## src/rtl/lsu_pkg.sv

```systemverilog
// lsu_pkg: shared definitions for the load/store unit.
//   - RV32I width/sign funct3 codes (F3_B, F3_H, F3_W, F3_BU, F3_HU)
//   - lsu_state_t: FSM state encoding
//   - lsu_fault(): illegal-funct3 / misalignment check for a request
package lsu_pkg;

  localparam logic [2:0] F3_B  = 3'b000;
  localparam logic [2:0] F3_H  = 3'b001;
  localparam logic [2:0] F3_W  = 3'b010;
  localparam logic [2:0] F3_BU = 3'b100;
  localparam logic [2:0] F3_HU = 3'b101;

  typedef enum logic [1:0] {
    ST_IDLE  = 2'd0,
    ST_READ  = 2'd1,
    ST_WRITE = 2'd2,
    ST_RESP  = 2'd3
  } lsu_state_t;

  // A request faults when its funct3 is not a legal code for its direction,
  // or when a halfword/word access is not naturally aligned.
  function automatic logic lsu_fault(input logic       we,
                                     input logic [2:0] funct3,
                                     input logic [1:0] addr_lo);
    logic bad_f3;
    logic misaligned;
    if (we) begin
      bad_f3 = !(funct3 inside {F3_B, F3_H, F3_W});
    end else begin
      bad_f3 = !(funct3 inside {F3_B, F3_H, F3_W, F3_BU, F3_HU});
    end
    misaligned = (((funct3 == F3_H) || (funct3 == F3_HU)) && addr_lo[0]) ||
                 ((funct3 == F3_W) && (addr_lo != 2'b00));
    return bad_f3 || misaligned;
  endfunction

endpackage

```

## src/rtl/lsu_align.sv

```systemverilog
// lsu_align: combinational lane logic for the load/store unit.
//   word     in  memory word (little-endian)
//   byte_off in  byte offset within the word (addr[1:0])
//   funct3   in  access width/sign code
//   wdata    in  store data (low byte/half used for SB/SH)
//   rdata    out load result, sign/zero-extended per funct3 (LW passes word)
//   merged   out word with the addressed byte/half replaced by store data
module lsu_align
  import lsu_pkg::*;
#(
  parameter int WIDTH = 32
) (
  input  logic [WIDTH-1:0] word,
  input  logic [1:0]       byte_off,
  input  logic [2:0]       funct3,
  input  logic [WIDTH-1:0] wdata,
  output logic [WIDTH-1:0] rdata,
  output logic [WIDTH-1:0] merged
);

  logic [7:0]  byte_sel;
  logic [15:0] half_sel;

  always_comb begin
    byte_sel = word[{byte_off, 3'b000} +: 8];
    half_sel = byte_off[1] ? word[31:16] : word[15:0];

    rdata = word;
    case (funct3)
      F3_B:    rdata = {{(WIDTH-8){byte_sel[7]}}, byte_sel};
      F3_BU:   rdata = {{(WIDTH-8){1'b0}}, byte_sel};
      F3_H:    rdata = {{(WIDTH-16){half_sel[15]}}, half_sel};
      F3_HU:   rdata = {{(WIDTH-16){1'b0}}, half_sel};
      default: rdata = word;
    endcase

    merged = wdata;
    case (funct3)
      F3_B: begin
        merged = word;
        merged[{byte_off, 3'b000} +: 8] = wdata[7:0];
      end
      F3_H: begin
        merged = word;
        if (byte_off[1]) merged[31:16] = wdata[15:0];
        else             merged[15:0]  = wdata[15:0];
      end
      default: merged = wdata;
    endcase
  end

endmodule

```

## src/rtl/load_store_unit.sv

```systemverilog
// load_store_unit: one-at-a-time load/store engine in front of a word-wide
// data memory. Sub-word stores are done as read-modify-write.
// Handshake: a request transfers on a rising edge where req_valid && req_ready;
// req_ready is high only in IDLE (and never during rst). The response is a
// single-cycle rsp_valid pulse with no back-pressure.
// Ports:
//   clk, rst                  clock, synchronous active-high reset
//   req_valid/req_ready       request handshake
//   req_we, req_funct3        store flag, RV32I width/sign code
//   req_addr, req_wdata       byte address, store data
//   rsp_valid/rsp_rdata/rsp_fault  completion pulse, load data, fault flag
//   mem_A/mem_WE/mem_in_Data  word address, write enable, write word
//   mem_o_Data                combinational read word at mem_A
// The FSM state is the signal `state` (lsu_state_t) for external checkers.
module load_store_unit
  import lsu_pkg::*;
#(
  parameter int WIDTH = 32
) (
  input  logic             clk,
  input  logic             rst,
  input  logic             req_valid,
  output logic             req_ready,
  input  logic             req_we,
  input  logic [2:0]       req_funct3,
  input  logic [WIDTH-1:0] req_addr,
  input  logic [WIDTH-1:0] req_wdata,
  output logic             rsp_valid,
  output logic [WIDTH-1:0] rsp_rdata,
  output logic             rsp_fault,
  output logic [WIDTH-1:0] mem_A,
  output logic             mem_WE,
  output logic [WIDTH-1:0] mem_in_Data,
  input  logic [WIDTH-1:0] mem_o_Data
);

  lsu_state_t       state;
  logic             we_q;
  logic             fault_q;
  logic [2:0]       f3_q;
  logic [WIDTH-1:0] addr_q;
  logic [WIDTH-1:0] wdata_q;
  // Holds the extended load result (loads) or the merged word (SB/SH).
  logic [WIDTH-1:0] word_q;

  logic             fault_now;
  logic [WIDTH-1:0] load_val;
  logic [WIDTH-1:0] merged_val;

  assign fault_now = lsu_fault(req_we, req_funct3, req_addr[1:0]);

  // Lane logic works on the live memory word during READ, so the result
  // captured into word_q is already what RESP or WRITE needs.
  lsu_align #(.WIDTH(WIDTH)) u_align (
    .word     (mem_o_Data),
    .byte_off (addr_q[1:0]),
    .funct3   (f3_q),
    .wdata    (wdata_q),
    .rdata    (load_val),
    .merged   (merged_val)
  );

  always_ff @(posedge clk) begin
    if (rst) begin
      state   <= ST_IDLE;
      we_q    <= 1'b0;
      fault_q <= 1'b0;
      f3_q    <= 3'b000;
      addr_q  <= '0;
      wdata_q <= '0;
      word_q  <= '0;
    end else begin
      case (state)
        ST_IDLE: begin
          if (req_valid) begin
            we_q    <= req_we;
            fault_q <= fault_now;
            f3_q    <= req_funct3;
            addr_q  <= req_addr;
            wdata_q <= req_wdata;
            word_q  <= '0;
            if (fault_now)                             state <= ST_RESP;
            else if (req_we && (req_funct3 == F3_W))   state <= ST_WRITE;
            else                                       state <= ST_READ;
          end
        end
        ST_READ: begin
          word_q <= we_q ? merged_val : load_val;
          state  <= we_q ? ST_WRITE : ST_RESP;
        end
        ST_WRITE: state <= ST_RESP;
        ST_RESP:  state <= ST_IDLE;
        default:  state <= ST_IDLE;
      endcase
    end
  end

  assign req_ready   = (state == ST_IDLE) && !rst;
  assign rsp_valid   = (state == ST_RESP);
  assign rsp_fault   = rsp_valid && fault_q;
  assign rsp_rdata   = (rsp_valid && !we_q && !fault_q) ? word_q : '0;
  assign mem_A       = {addr_q[WIDTH-1:2], 2'b00};
  // Gating by rst keeps a WRITE cycle that coincides with reset from committing.
  assign mem_WE      = (state == ST_WRITE) && !rst;
  assign mem_in_Data = (state == ST_WRITE) ? ((f3_q == F3_W) ? wdata_q : word_q) : '0;

endmodule

```

## config.mk

```make
export PLATFORM = sky130hd
export DESIGN_NAME = load_store_unit
export DESIGN_NICKNAME = d
export VERILOG_FILES = /design/src/rtl/lsu_pkg.sv /design/src/rtl/lsu_align.sv /design/src/rtl/load_store_unit.sv
export SDC_FILE = /design/constraint.sdc
export NUM_CORES = 1
export LEC_CHECK = 0
export ABC_AREA = 1
export CORE_MARGIN = 1
export CORE_UTILIZATION = 30
export DETAILED_ROUTE_END_ITERATION = 10
export GPL_TIMING_DRIVEN = 0
export SYNTH_ARGS = -nofsm -noshare
export SYNTH_HDL_FRONTEND = slang
export SYNTH_SLANG_ARGS = --single-unit
```

## constraint.sdc

```tcl
create_clock -name clk -period 2.2 [get_ports clk]
set_input_delay 0.33 -clock clk [delete_from_list [all_inputs] [get_ports clk]]
set_output_delay 0.33 -clock clk [all_outputs]
set_load 0.01 [all_outputs]
```

# --- Word level (Yosys, flattened, before mapping) ---
# Cells that the tools add are included.
totals:
  ff_bits: 103
  inputBits: 103
  elab_cells: 66
op_classes:
  add_sub_neg: 1
  n_eq_ne: 12
  shifts: 3
  mux: 18
  reduce_logical: 25
ops:
  columns: ["cell", "count"]
  rows:
  - ["$mux W32", 5]
  - ["$pmux W32 S2", 2]
  - ["$pmux W32 S4", 1]
  - ["$mux W16", 3]
  - ["$bwmux W32", 1]
  - ["$shift A8 B7 Y32 const A", 1]
  - ["$shiftx A32 B6 Y8", 1]
  - ["$shiftx A8 B7 Y32", 1]
  - ["$eq A3 B3 Y1 const B", 4]
  - ["$logic_and A1 B1 Y1", 8]
  - ["$pmux W2 S4", 1]
  - ["$neg A5 Y7", 1]
  - ["$eq A3 B1 Y1 const B", 2]
  - ["$eq A3 B2 Y1 const B", 2]
  - ["$logic_not A3 Y1", 2]
  - ["$mux W2", 3]
  - ["$logic_not A1 Y1", 5]
  - ["$reduce_bool A5 Y1", 1]
  - ["$eq A2 B2 Y1 const B", 2]
  - ["$reduce_and A2 Y1", 2]
  - ["$reduce_bool A2 Y1", 2]
  - ["$logic_or A1 B1 Y1", 3]
  - ["$reduce_bool A3 Y1", 1]
  - ["$eq A2 B1 Y1 const B", 1]
  - ["other kinds (3)", 4]

# --- Depth between registers and ports, before layout ---
# Gate-level depths: netlist of run 1.
logic_depth:
  ltp_word: 8
  ltp_mapped: 13

# --- By module ---
# A second synthesis of run 1 with hierarchy kept.
unflattened:
  hier_cells: 1241
  hier_area_um2: 7213.2
modules_own_cells:
  columns: ["module", "n_inst", "cells_each", "area_each_um2", "seq_area_each_um2"]
  rows:
  - ["load_store_unit", 1, 761, 4992.3, 2062.0]
  - ["lsu_align", 1, 480, 2220.9, 0.0]

# --- Worst setup path before layout of run 1 ---
# No wires, ideal clock.
synth_path:
  path_kind: "register -> register"
  from: "reg addr_q[0]"
  to: "reg word_q[23]"
  setup_ps: 70
  arrival_ps: 1915
  t_required_ps: 2130
  path_slack_ps: 215
  stages_incl_launch_ff: 12
  cell_sequence: "dfxtp_1 -> inv_1 -> clkbuf_1 -> ha_1 -> clkbuf_1 -> buf_2 -> nand3_1 -> o21ai_0 -> nand2_1 -> a21oi_1 -> nand2_1 -> a21oi_1"
synth_between:
  elab_chain_cells: 6
  word_cells_on_any_way: 9
  classes_between: "add/sub: 1; shift: 3; mux: 5"
synth_rtl:
  columns: ["element", "line_no", "rtl"]
  rows:
  - ["start: declaration", "load_store_unit.sv:41", "logic [WIDTH-1:0] addr_q;"]
  - ["start signal: assignment", "load_store_unit.sv:79", "addr_q <= req_addr;"]
  - ["$neg A5 Y7", "lsu_align.sv:41", "merged[{byte_off, 3'b000} +: 8] = wdata[7:0];"]
  - ["$shiftx A8 B7 Y32 or $shift A8 B7 Y32 (tied branches)", "lsu_align.sv:41", null]
  - ["$bwmux W32", "lsu_align.sv:41", null]
  - ["$pmux W32 S2", "lsu_align.sv:38", "case (funct3)"]
  - ["$mux W32 (*)", "load_store_unit.sv:88", "word_q <= we_q ? merged_val : load_val;"]
  - ["$pmux W32 S2 (*)", "load_store_unit.sv:73", "case (state)"]
  - ["end signal: assignment", "load_store_unit.sv:88", null]
  - ["end: declaration", "load_store_unit.sv:44", "logic [WIDTH-1:0] word_q;"]
# Every way passes the cells marked *; elsewhere a longest branch is shown, timed or not.
# A chain may end at the register's enable or synchronous reset.

# --- Final worst setup path of run 1 ---
layout_path:
  from: "reg addr_q[0]"
  to: "reg word_q[13]"
# The elaborated chain is that of the path after synthesis.

==> flow_metrics.env, run 1 <==
export IMPL_path_max_fanout=12
export IMPL_grt_max_degree=20
export IMPL_cts_sinks=103
export IMPL_period_needed_ps=2130
export IMPL_outcome="complete, no violations"
export IMPL_setup_ws_ps=74.3
export IMPL_avgSynthCellArea_um2=5.86
export IMPL_start_util_pct=30.5
export IMPL_final_cell_mix="nand2_1 (269), nor2_1 (203), o21ai_0 (144), clkdlybuf4s50_1 (136), a21oi_1 (120)"
export IMPL_drc=0
export IMPL_setup_tns_ps=0
export IMPL_cts_buffer_depth=2
export IMPL_max_freq_mhz=470
export IMPL_path_buf_inv=4
export IMPL_powerDensity_nw_per_um2=906
export IMPL_whs_ps=387
export IMPL_synth_seq_area_share_pct=30.0
export IMPL_finClkSkew_ps=5.44
export IMPL_final_util_pct=43.5
export IMPL_post_dp_hpwl_um=23800
export IMPL_grt_pass1_vias=8061
export IMPL_fp_row_count=55
export IMPL_fp_dieArea_um2=23500
export IMPL_synth_top_cell_area_share_pct=30.0
export IMPL_cts_made_buffers=9
export IMPL_cpPeakStageDelay_ps=360
export IMPL_viasPerCell=4.90
export IMPL_track_usage_pct=25.7
export IMPL_grt_pass1_wl_um=45800
export IMPL_vias=8262
export IMPL_p_leak_nw=4.23
export IMPL_synth_largest_area_cell="dfxtp_1"
export IMPL_drt_iter0_drc=605
export IMPL_num_io_pins=203
export IMPL_synthCells=1174
export IMPL_wl_um=30400
export IMPL_coreArea_um2=22600
export IMPL_drive_gt1_share_pct=11.9
export IMPL_crit_path_start_kind="register"
export IMPL_slowest_stage="dfxtp_2"
export IMPL_gp_congestion=0.996
export IMPL_syn_to_final_growth_pct=42.9
export IMPL_critPathTopFamily="buffers and inverters"
export IMPL_synth_distinct_cells=28
export IMPL_port_buffers=199
export IMPL_clock_latency_ps=360
export IMPL_cp_required_ps=2420
export IMPL_grt_ovfl_total=0
export IMPL_pre_cts_ws_ps=-664
export IMPL_ant_nets=0
export IMPL_min_path_type="input port to register"
export IMPL_synth_area_leaders="dfxtp_1 (30%), nand2_1 (15%), o21ai_0 (12%), nor2_1 (11%), a21oi_1 (9.0%)"
export IMPL_wl_per_cell_um=18.0
export IMPL_antenna_found_initial=0
export IMPL_cp_cell_sequence="inv_1, buf_8, ha_2, inv_2, nand2_1, clkbuf_4, o21ai_0, nand2_1, nand4_1, nand3_1, a21oi_1"
export IMPL_worstPathArrival_ps=2350
export IMPL_final_common_cell="nand2_1"
export IMPL_drt_pass1_iterations=7
export IMPL_worstSetupEndpointType="register"
export IMPL_cts_hold_buf=0
export IMPL_synth_warnings=0
export IMPL_layout_nets=1508
export IMPL_antennaDiodeCount=0
export IMPL_synth_area_um2=6880
export IMPL_synth_seq_cells=103
export IMPL_max_slew_margin_pct=55.2
export IMPL_crit_type="register to register"
export IMPL_dieHeight_um=153
export IMPL_setup_violations=0
export IMPL_cts_root_buffer="clkbuf_16"
export IMPL_die_w_um=153
export IMPL_maxCapViolCount=0
export IMPL_rsz0062_at_grt="yes"
export IMPL_tightest_slew_ps=673
export IMPL_slew_violations=0
export IMPL_clk_pin_slew_ps=80
export IMPL_hold_violations=0
export IMPL_min_period_over_period_pct=96.6
export IMPL_ir_drop_v=0.000373
export IMPL_cts_tree="yes"
export IMPL_cp_common_cell="nand2_1"
export IMPL_htree_levels=3
-- Yosys cell counts, drive strengths merged --
library cell	number
conb	1
nor3b	1
nor2	207
nand3	61
a21oi	124
o211ai	8
nor3	4
nand4	6
nand2	274
buf	62
o21ai	167
ha	9
o21bai	1
clkbuf	46
dfxtp	103
inv	100
-- repair_timing --
action | in CTS | in global routing
gates resized for setup | 214 | 46
gates cloned | 2 | 3
pin swaps | 1 | 2
setup buffers | 6 | 1
endpoints found under the setup margin | 100 | 78
-- kinds of logic after synthesis --
kind of cell / share of synthesized area, %
AOI/OAI and AO/OA: 22.3
adders and majority gates: 1.64
other: 0.0545
DFF: 30.0
and+or+nand+nor: 32.4
buffers and inverters: 13.6
-- stage by stage --
| stage | std cells | power [W] | instance area, um^2 |
|---|---|---|---|
| final | 1686 | 0.00890 | 9820 |
| after global routing | 1686 | 0.00950 | 9820 |
| after global placement | 1659 | 0.00669 | 9230 |
| after CTS | 1682 | 0.00877 | 9720 |
| after floorplan | 1175 | 0.00507 | 6880 |
| after detailed placement | 1659 | 0.00672 | 9230 |
-- worst paths after layout --
kind                endpoint  slack, ps  cells after the start       start
hold reg to reg   word_q[17]        470                      2  word_q[17]
setup reg to reg  word_q[13]         70                     11   addr_q[0]
setup / recovery  word_q[13]         70                     11   addr_q[0]
hold / removal     word_q[1]        390                      2         rst
-- flip-flops by register name, summed over array words and instances (netlist names) --
name     cells
word_q      32
we_q         1
fault_q      1
f3_q         3
wdata_q     32
state        2
addr_q      32
-- layout make-up --
cell class | count | area (um^2)
Sequential cell | 103 | 2070
Tap cell | 285 | 357
Timing Repair inverter | 1 | 6.26
Multi-Input combinational cell | 864 | 3990
Timing Repair Buffer | 210 | 2010
Inverter | 100 | 385
Clock buffer | 9 | 225
Buffer | 107 | 681
Clock inverter | 7 | 108
Fill cell | 2523 | 12700
-- power breakdown --
part | total [W] | switching [W] | internal, W
Clock | 0.00186 | 0.000832 | 0.00102
Combinational | 0.00448 | 0.00277 | 0.00171
Sequential | 0.00257 | 0.000337 | 0.00223
-- layer usage --
| metal | part of all wire, % | up-vias | routed length, um | global-route usage [%] |
|---|---|---|---|---|
| met1 | 43 | 3708 | 13100 | 31.3 |
| met2 | 45 | 324 | 13800 | 42.7 |
| li1 | - | 4178 | - | - |
| met3 | 8.4 | 52 | 2550 | 6.66 |
| met4 | 3.2 | 0 | 975 | 11.1 |
| met5 | 0 | - | 0 | 0 |
(Power assumes the default switching activity.)
==> inputs of run 2 (changes only) <==
--- a/config.mk
+++ b/config.mk
@@ -12,4 +12,5 @@
 export GPL_TIMING_DRIVEN = 0
 export SYNTH_ARGS = -nofsm -noshare
 export SYNTH_HDL_FRONTEND = slang
+export SYNTH_HIERARCHICAL = 1
 export SYNTH_SLANG_ARGS = --single-unit
==> run 2 against run 1 <==
Sequential share of layout area decreased by 0.54 points. Clock-buffer cell count is 2 higher. Synthesized cell count grew 5.7%. Combinational power increased by 6.5%. Area after synthesis grew 4.9%. Via count is 7.6% higher. Final area is 3.1% higher. Critical path type is now register to output port. Critical endpoint is now mem_in_Data[26].
==> flow_metrics.env, run 2 <==
export IMPL_worstSetupEndpointType="output port"
export IMPL_rr_worst_depth=12
export IMPL_drive_gt1_share_pct=11.9
export IMPL_num_io_pins=203
export IMPL_grt_max_degree=18
export IMPL_antennaDiodeCount=0
export IMPL_ant_nets=0
export IMPL_cts_sinks=103
export IMPL_hold_violations=0
export IMPL_p_leak_nw=4.56
export IMPL_cp_required_ps=1870
export IMPL_synth_flop_cell="dfxtp_1"
export IMPL_htree_levels=3
export IMPL_synth_area_um2=7210
export IMPL_synth_top_cell_area_share_pct=28.6
export IMPL_post_dp_hpwl_um=24400
export IMPL_outcome="complete, no violations"
export IMPL_fp_dieArea_um2=24700
export IMPL_setup_violations=0
export IMPL_crit_type="register to output port"
export IMPL_max_slew_margin_pct=50.7
export IMPL_r2r_start="addr_q[1]"
export IMPL_finClkSkew_ps=10.8
export IMPL_setup_tns_ps=0
export IMPL_maxCapViolCount=0
export IMPL_synth_most_common_cell="nand2_1"
export IMPL_layout_nets=1574
export IMPL_min_path_type="register to register"
export IMPL_syn_to_final_growth_pct=40.4
export IMPL_min_period_over_period_pct=99.5
export IMPL_antenna_found_initial=0
export IMPL_port_buffers=200
export IMPL_max_freq_mhz=457
export IMPL_fp_row_count=56
export IMPL_synth_seq_area_share_pct=28.6
export IMPL_reg_top3="addr_q x32, wdata_q x32, word_q x32"
export IMPL_cts_tree="yes"
export IMPL_tightest_slew_ps=739
export IMPL_final_cell_mix="nand2_1 (316), nor2_1 (227), clkdlybuf4s50_1 (136), nand3_1 (122), o21ai_0 (107)"
export IMPL_rrSetupSlack_ps=120
export IMPL_final_common_cell="nand2_1"
export IMPL_cts_hold_buf=0
export IMPL_track_usage_pct=25.7
export IMPL_worstPathArrival_ps=1860
export IMPL_synth_distinct_cells=30
export IMPL_synthCells=1241
export IMPL_min_to="word_q[13]"
export IMPL_r2r_end="word_q[0]"
export IMPL_drc=0
export IMPL_final_util_pct=43.0
export IMPL_whs_ps=466
export IMPL_synth_warnings=6
export IMPL_avgSynthCellArea_um2=5.81
export IMPL_die_w_um=157
export IMPL_grt_pass1_wl_um=47000
export IMPL_stdcell_area_um2=10100
export IMPL_cts_made_buffers=9
export IMPL_slew_violations=0
export IMPL_clock_latency_ps=360
export IMPL_path_max_fanout=10
export IMPL_async_flop_share_pct=0
export IMPL_grt_pass1_vias=8153
export IMPL_synth_edf_count=0
export IMPL_wl_per_cell_um=17.7
export IMPL_synth_common_cells="nand2_1 (319), nor2_1 (230), o21ai_0 (127)"
export IMPL_fillers=2648
export IMPL_period_needed_ps=2190
export IMPL_dieHeight_um=157
export IMPL_start_util_pct=30.6
export IMPL_powerDensity_nw_per_um2=900
export IMPL_coreArea_um2=23500
export IMPL_gp_congestion=1.00
export IMPL_synth_area_leaders="dfxtp_1 (29%), nand2_1 (17%), nor2_1 (12%), o21ai_0 (8.8%), nand3_1 (8.5%)"
export IMPL_hp_start="word_q[13]"
export IMPL_rsz0062_at_grt="yes"
export IMPL_synth_seq_cells=103
export IMPL_crit_path_start_kind="register"
export IMPL_ir_drop_v=0.000460
export IMPL_viasPerCell=4.98
export IMPL_cts_root_buffer="clkbuf_16"
export IMPL_vias=8891
export IMPL_drt_pass1_iterations=7
export IMPL_drt_iter0_drc=597
export IMPL_clk_pin_slew_ps=70
export IMPL_synth_largest_area_cell="dfxtp_1"
export IMPL_cts_buffer_depth=2
export IMPL_timing_hold_worst_path_depth=2
export IMPL_wl_um=31600
export IMPL_placed_area_um2=9620
export IMPL_grt_ovfl_total=0
[run 2: changes by cell type in the layout (fill, tap and decap cells not counted), sizes merged, moves of 8 or more]
| cell | delta |
|---|---|
| inv | -21 |
| a21oi | -22 |
| dlygate4sd2 | +10 |
| nor2 | +26 |
| nand2 | +51 |
| dlymetal6s2s | +8 |
| o21ai | -36 |
| nand3 | +62 |
[run 2: worst max path at each step]
stage	startpoint	to	cells after the start
after detailed placement	addr_q[1]	word_q[12]	11
final	f3_q[0]	mem_in_Data[26]	7
after floorplan	addr_q[1]	word_q[20]	13
after global routing	f3_q[0]	mem_in_Data[26]	7
after global placement	addr_q[1]	word_q[12]	11
after CTS	f3_q[2]	mem_in_Data[14]	6
[run 2: cells by family after synthesis]
logic type,Yosys count,share of synthesized area [%]
DFF,103,28.6
adders and majority gates,9,1.56
and+or+nand+nor,691,39.2
AOI/OAI and AO/OA,240,17.0
buffers and inverters,197,13.6
other,1,0.0520
[run 2: critical path: stages (launching register included)]
cell and delay, ps:
dfxtp_4 370, nor2_4 210, nand2_4 150, buf_4 170
buf_6 130, o21ai_1 130, a21oi_1 50, dlygate4sd2_1 290
[run 2: metal layers]
metal  GRT usage, %  up-vias  routed length [um]
met5              0        -                   0
met2           41.8      348               14300
met4           10.0        0                 965
li1               -     4384                   -
met3           5.15       44                2430
met1           33.4     4115               13900
[run 2: metrics by stage]
step	cells	setup WS (ps)	power [W]
2_1_floorplan	1242	197	0.00538
3_3_place_gp	1761	-748	0.00711
3_5_place_dp	1761	-719	0.00713
4_1_cts	1778	-182	0.00902
5_1_grt	1786	-84.7	0.00977
6_report	1786	11.8	0.00912
[run 2: timing repair]
action,in CTS,in global routing
endpoints found under the setup margin,98,51
cloned,1,0
gates resized for setup,112,67
buffers inserted,1,10
pin swaps,0,2
[run 2: layout make-up]
type | instances | area [um^2] | share of cell area, %
Multi-Input combinational cell | 943 | 4270 | 42.2
Clock inverter | 5 | 65.1 | 0.643
Inverter | 84 | 318 | 3.14
Tap cell | 319 | 399 | 3.94
Sequential cell | 103 | 2080 | 20.5
Clock buffer | 11 | 253 | 2.50
Timing Repair Buffer | 211 | 2010 | 19.8
Buffer | 110 | 732 | 7.23
[run 2: report_power, final]
group | total [W] | switching [W] | internal, W
Sequential | 0.00262 | 0.000405 | 0.00221
Combinational | 0.00477 | 0.00292 | 0.00185
Clock | 0.00173 | 0.000773 | 0.000956
Total | 0.00912 | 0.00410 | 0.00502
==> inputs of run 3 (changes only) <==
--- a/config.mk
+++ b/config.mk
@@ -6,6 +6,7 @@
 export NUM_CORES = 1
 export LEC_CHECK = 0
 export ABC_AREA = 1
+export CAP_MARGIN = 5
 export CORE_MARGIN = 1
 export CORE_UTILIZATION = 30
 export DETAILED_ROUTE_END_ITERATION = 10
==> results of run 3 <==
Same layout as run 2: the final DEF is identical, and so are final timing and power.
==> patch: new RTL, flow settings as in run 1 <==
`WIDTH` is set to 32 in 2 places; all go to 64.
--- a/src/rtl/lsu_align.sv
+++ b/src/rtl/lsu_align.sv
@@ -8,7 +8,7 @@
 module lsu_align
   import lsu_pkg::*;
 #(
-  parameter int WIDTH = 32
+  parameter int WIDTH = 64
 ) (
   input  logic [WIDTH-1:0] word,
   input  logic [1:0]       byte_off,
--- a/src/rtl/load_store_unit.sv
+++ b/src/rtl/load_store_unit.sv
@@ -15,7 +15,7 @@
 module load_store_unit
   import lsu_pkg::*;
 #(
-  parameter int WIDTH = 32
+  parameter int WIDTH = 64
 ) (
   input  logic             clk,
   input  logic             rst,
Ports: changed (6 resized); port bits go from 203 to 395. No check against the original RTL was run, so the function may have changed too.
==> patch against run 1 <==
  * The run now ends with negative setup slack left
  * Sequential cell count rose by 96
  * Core utilization rose by 3.9 points
  * Wire length rose by 120%
  * Cell area rose by 99%
  * Total power rose by 100%
  * Area after synthesis rose by 84%
  * Register-to-register slack got worse by 0.02 ns
  * Worst setup slack got worse by 0.23 ns
  * Critical path type is now flip-flop to primary output
==> patch: results (changes against run 1) <==
Status
  – Status: complete, but fails checks
  – Failing checks: negative setup slack

GRT
  – First-pass GRT wire length: 97.2 mm (+110%)
  – Number of global-route vias before repair: 15.2k (+88%)
  – Largest net degree at the start of global routing: 17 (-15%)
  – Total track usage: 30.2% (+4.5 points)
  – Met3 Resource Use GR: 5.78% (-0.88 points)
  – M2 GR Usage: 50.5% (+7.8 points)
  – GRT met1 Usage: 38.2% (+6.9 points)

Clock network
  – Clock Latency Late Sink: 0.47 ns (+0.11 ns)
  – H-tree depth: 4 (+1)
  – Clock buffer count from CTS: 17 (+8)
  – Post-CTS Setup Inserts: 22 (+16)

Critical path
  – Worst-path maximum fanout: 6 (-6)
  – CP arrival: 2.02 ns (-0.33 ns)

Detailed routing
  – TritonRoute pass-1 iters: 6 (-1)
  – Post-Route M1 WL: 29.0 mm (+120%)
  – WL met2: 31.4 mm (+130%)
  – Highest metal used: met5
  – DR iter-0 viols: 1150 (+90%)
  – Met3 wire len: 4.86 mm (+90%)
  – Vias per cell: 5.10 (+4.1%)
  – DR WL/cell: 21.6 µm (+20%)

Finish
  – Largest registers: addr_q x64, wdata_q x64, word_q x64
  – Layout Nets: 2802 (+86%)
  – Final cell count without fillers: 3140 (+86%)
  – Layout cells sized above 1: 20.2% (+8.3 points)

Placement
  – I/O Buffers: 391 (+96%)
  – Detail Placement HPWL: 52.1 mm (+120%)
  – Placed cells: 3048 (+84%)
  – Final Wtd Congestion: 0.991 (-0.52%)

STA
  – Setup ws final: -0.154 ns (-0.228 ns)
  – Worst Clk Skew: 0.0120 ns (+0.00654 ns)
  – Final setup viols: 60 (+60)

Synthesis
  – Post-synth top cells: 511 x nand2_1, 280 x nor2_1, 257 x o21ai_0
  – Synth unique cells: 36 (+29%)

Hold path
  – Worst min-delay path class: flip-flop to flip-flop

Pwr
  – Lkg Pwr: 8.27 nW (+95%)
  – Sequential Power: 4.95 mW (+93%)
  – Clock share of power: 17.9% (-2.9 points)
==> patch: changes by cell type in the layout (fill, tap and decap cells not counted), moves of 51 or more <==
cell             before  now
nor2_1              203  265
dfxtp_1              98  191
nand3_1              58  109
inv_1                93  186
o21ai_0             144  197
clkdlybuf4s50_1     136  261
nand2_1             269  495
buf_4                36   99
a21oi_1             120  191
==> patch: critical path: cells and delay by family, from the launching register on <==
family	cells	cell delay [ns]
flops	1	0.38
compound gates	2	0.19
buf+inv	5	0.78
simple gates	1	0.20
==> patch: final cells by class <==
type / instances / area (µm²)
clock inverter: 8 / 86.3
tap: 532 / 666
multi-input combinational: 1507 / 7610
timing repair inverter: 1 / 5.00
buffer: 212 / 1640
inverter: 205 / 797
timing repair buffer: 450 / 4230
clock buffer: 23 / 478
antenna: 3 / 7.51
fill: 4281 / 21700
sequential: 199 / 4010
==> patch: worst paths after layout <==
check | from | endpoint | slack (ns) | cells past startpoint
setup / recovery | f3_q[0] | mem_in_Data[23] | -0.15 | 8
hold / removal | word_q[20] | word_q[20] | 0.47 | 2
setup reg to reg | addr_q[1] | word_q[10] | 0.05 | 10
hold reg to reg | word_q[20] | word_q[20] | 0.47 | 2
==> patch: metrics by stage <==
step | power (mW) | setup slack [ns] | hold slack (ns) | cell area, µm²
finish | 17.8 | -0.154 | 0.469 | 19500
global route | 18.9 | -0.197 | 0.488 | 19500
CTS | 17.0 | -0.255 | 0.462 | 18700
detailed placement | 12.8 | -0.990 | 0.457 | 17200
global placement | 12.8 | -0.984 | 0.455 | 17200
floorplan | 9.44 | 0.0311 | 0.445 | 12700
==> patch: kinds of logic after synthesis <==
logic type / synth area share [%]
other: 0.0296
AO/OA/AOI/OAI: 22.0
adder cells (fa/ha/maj): 0.988
AND/OR/NAND/NOR: 30.5
buffers and inverters: 15.1
flip-flops: 31.5
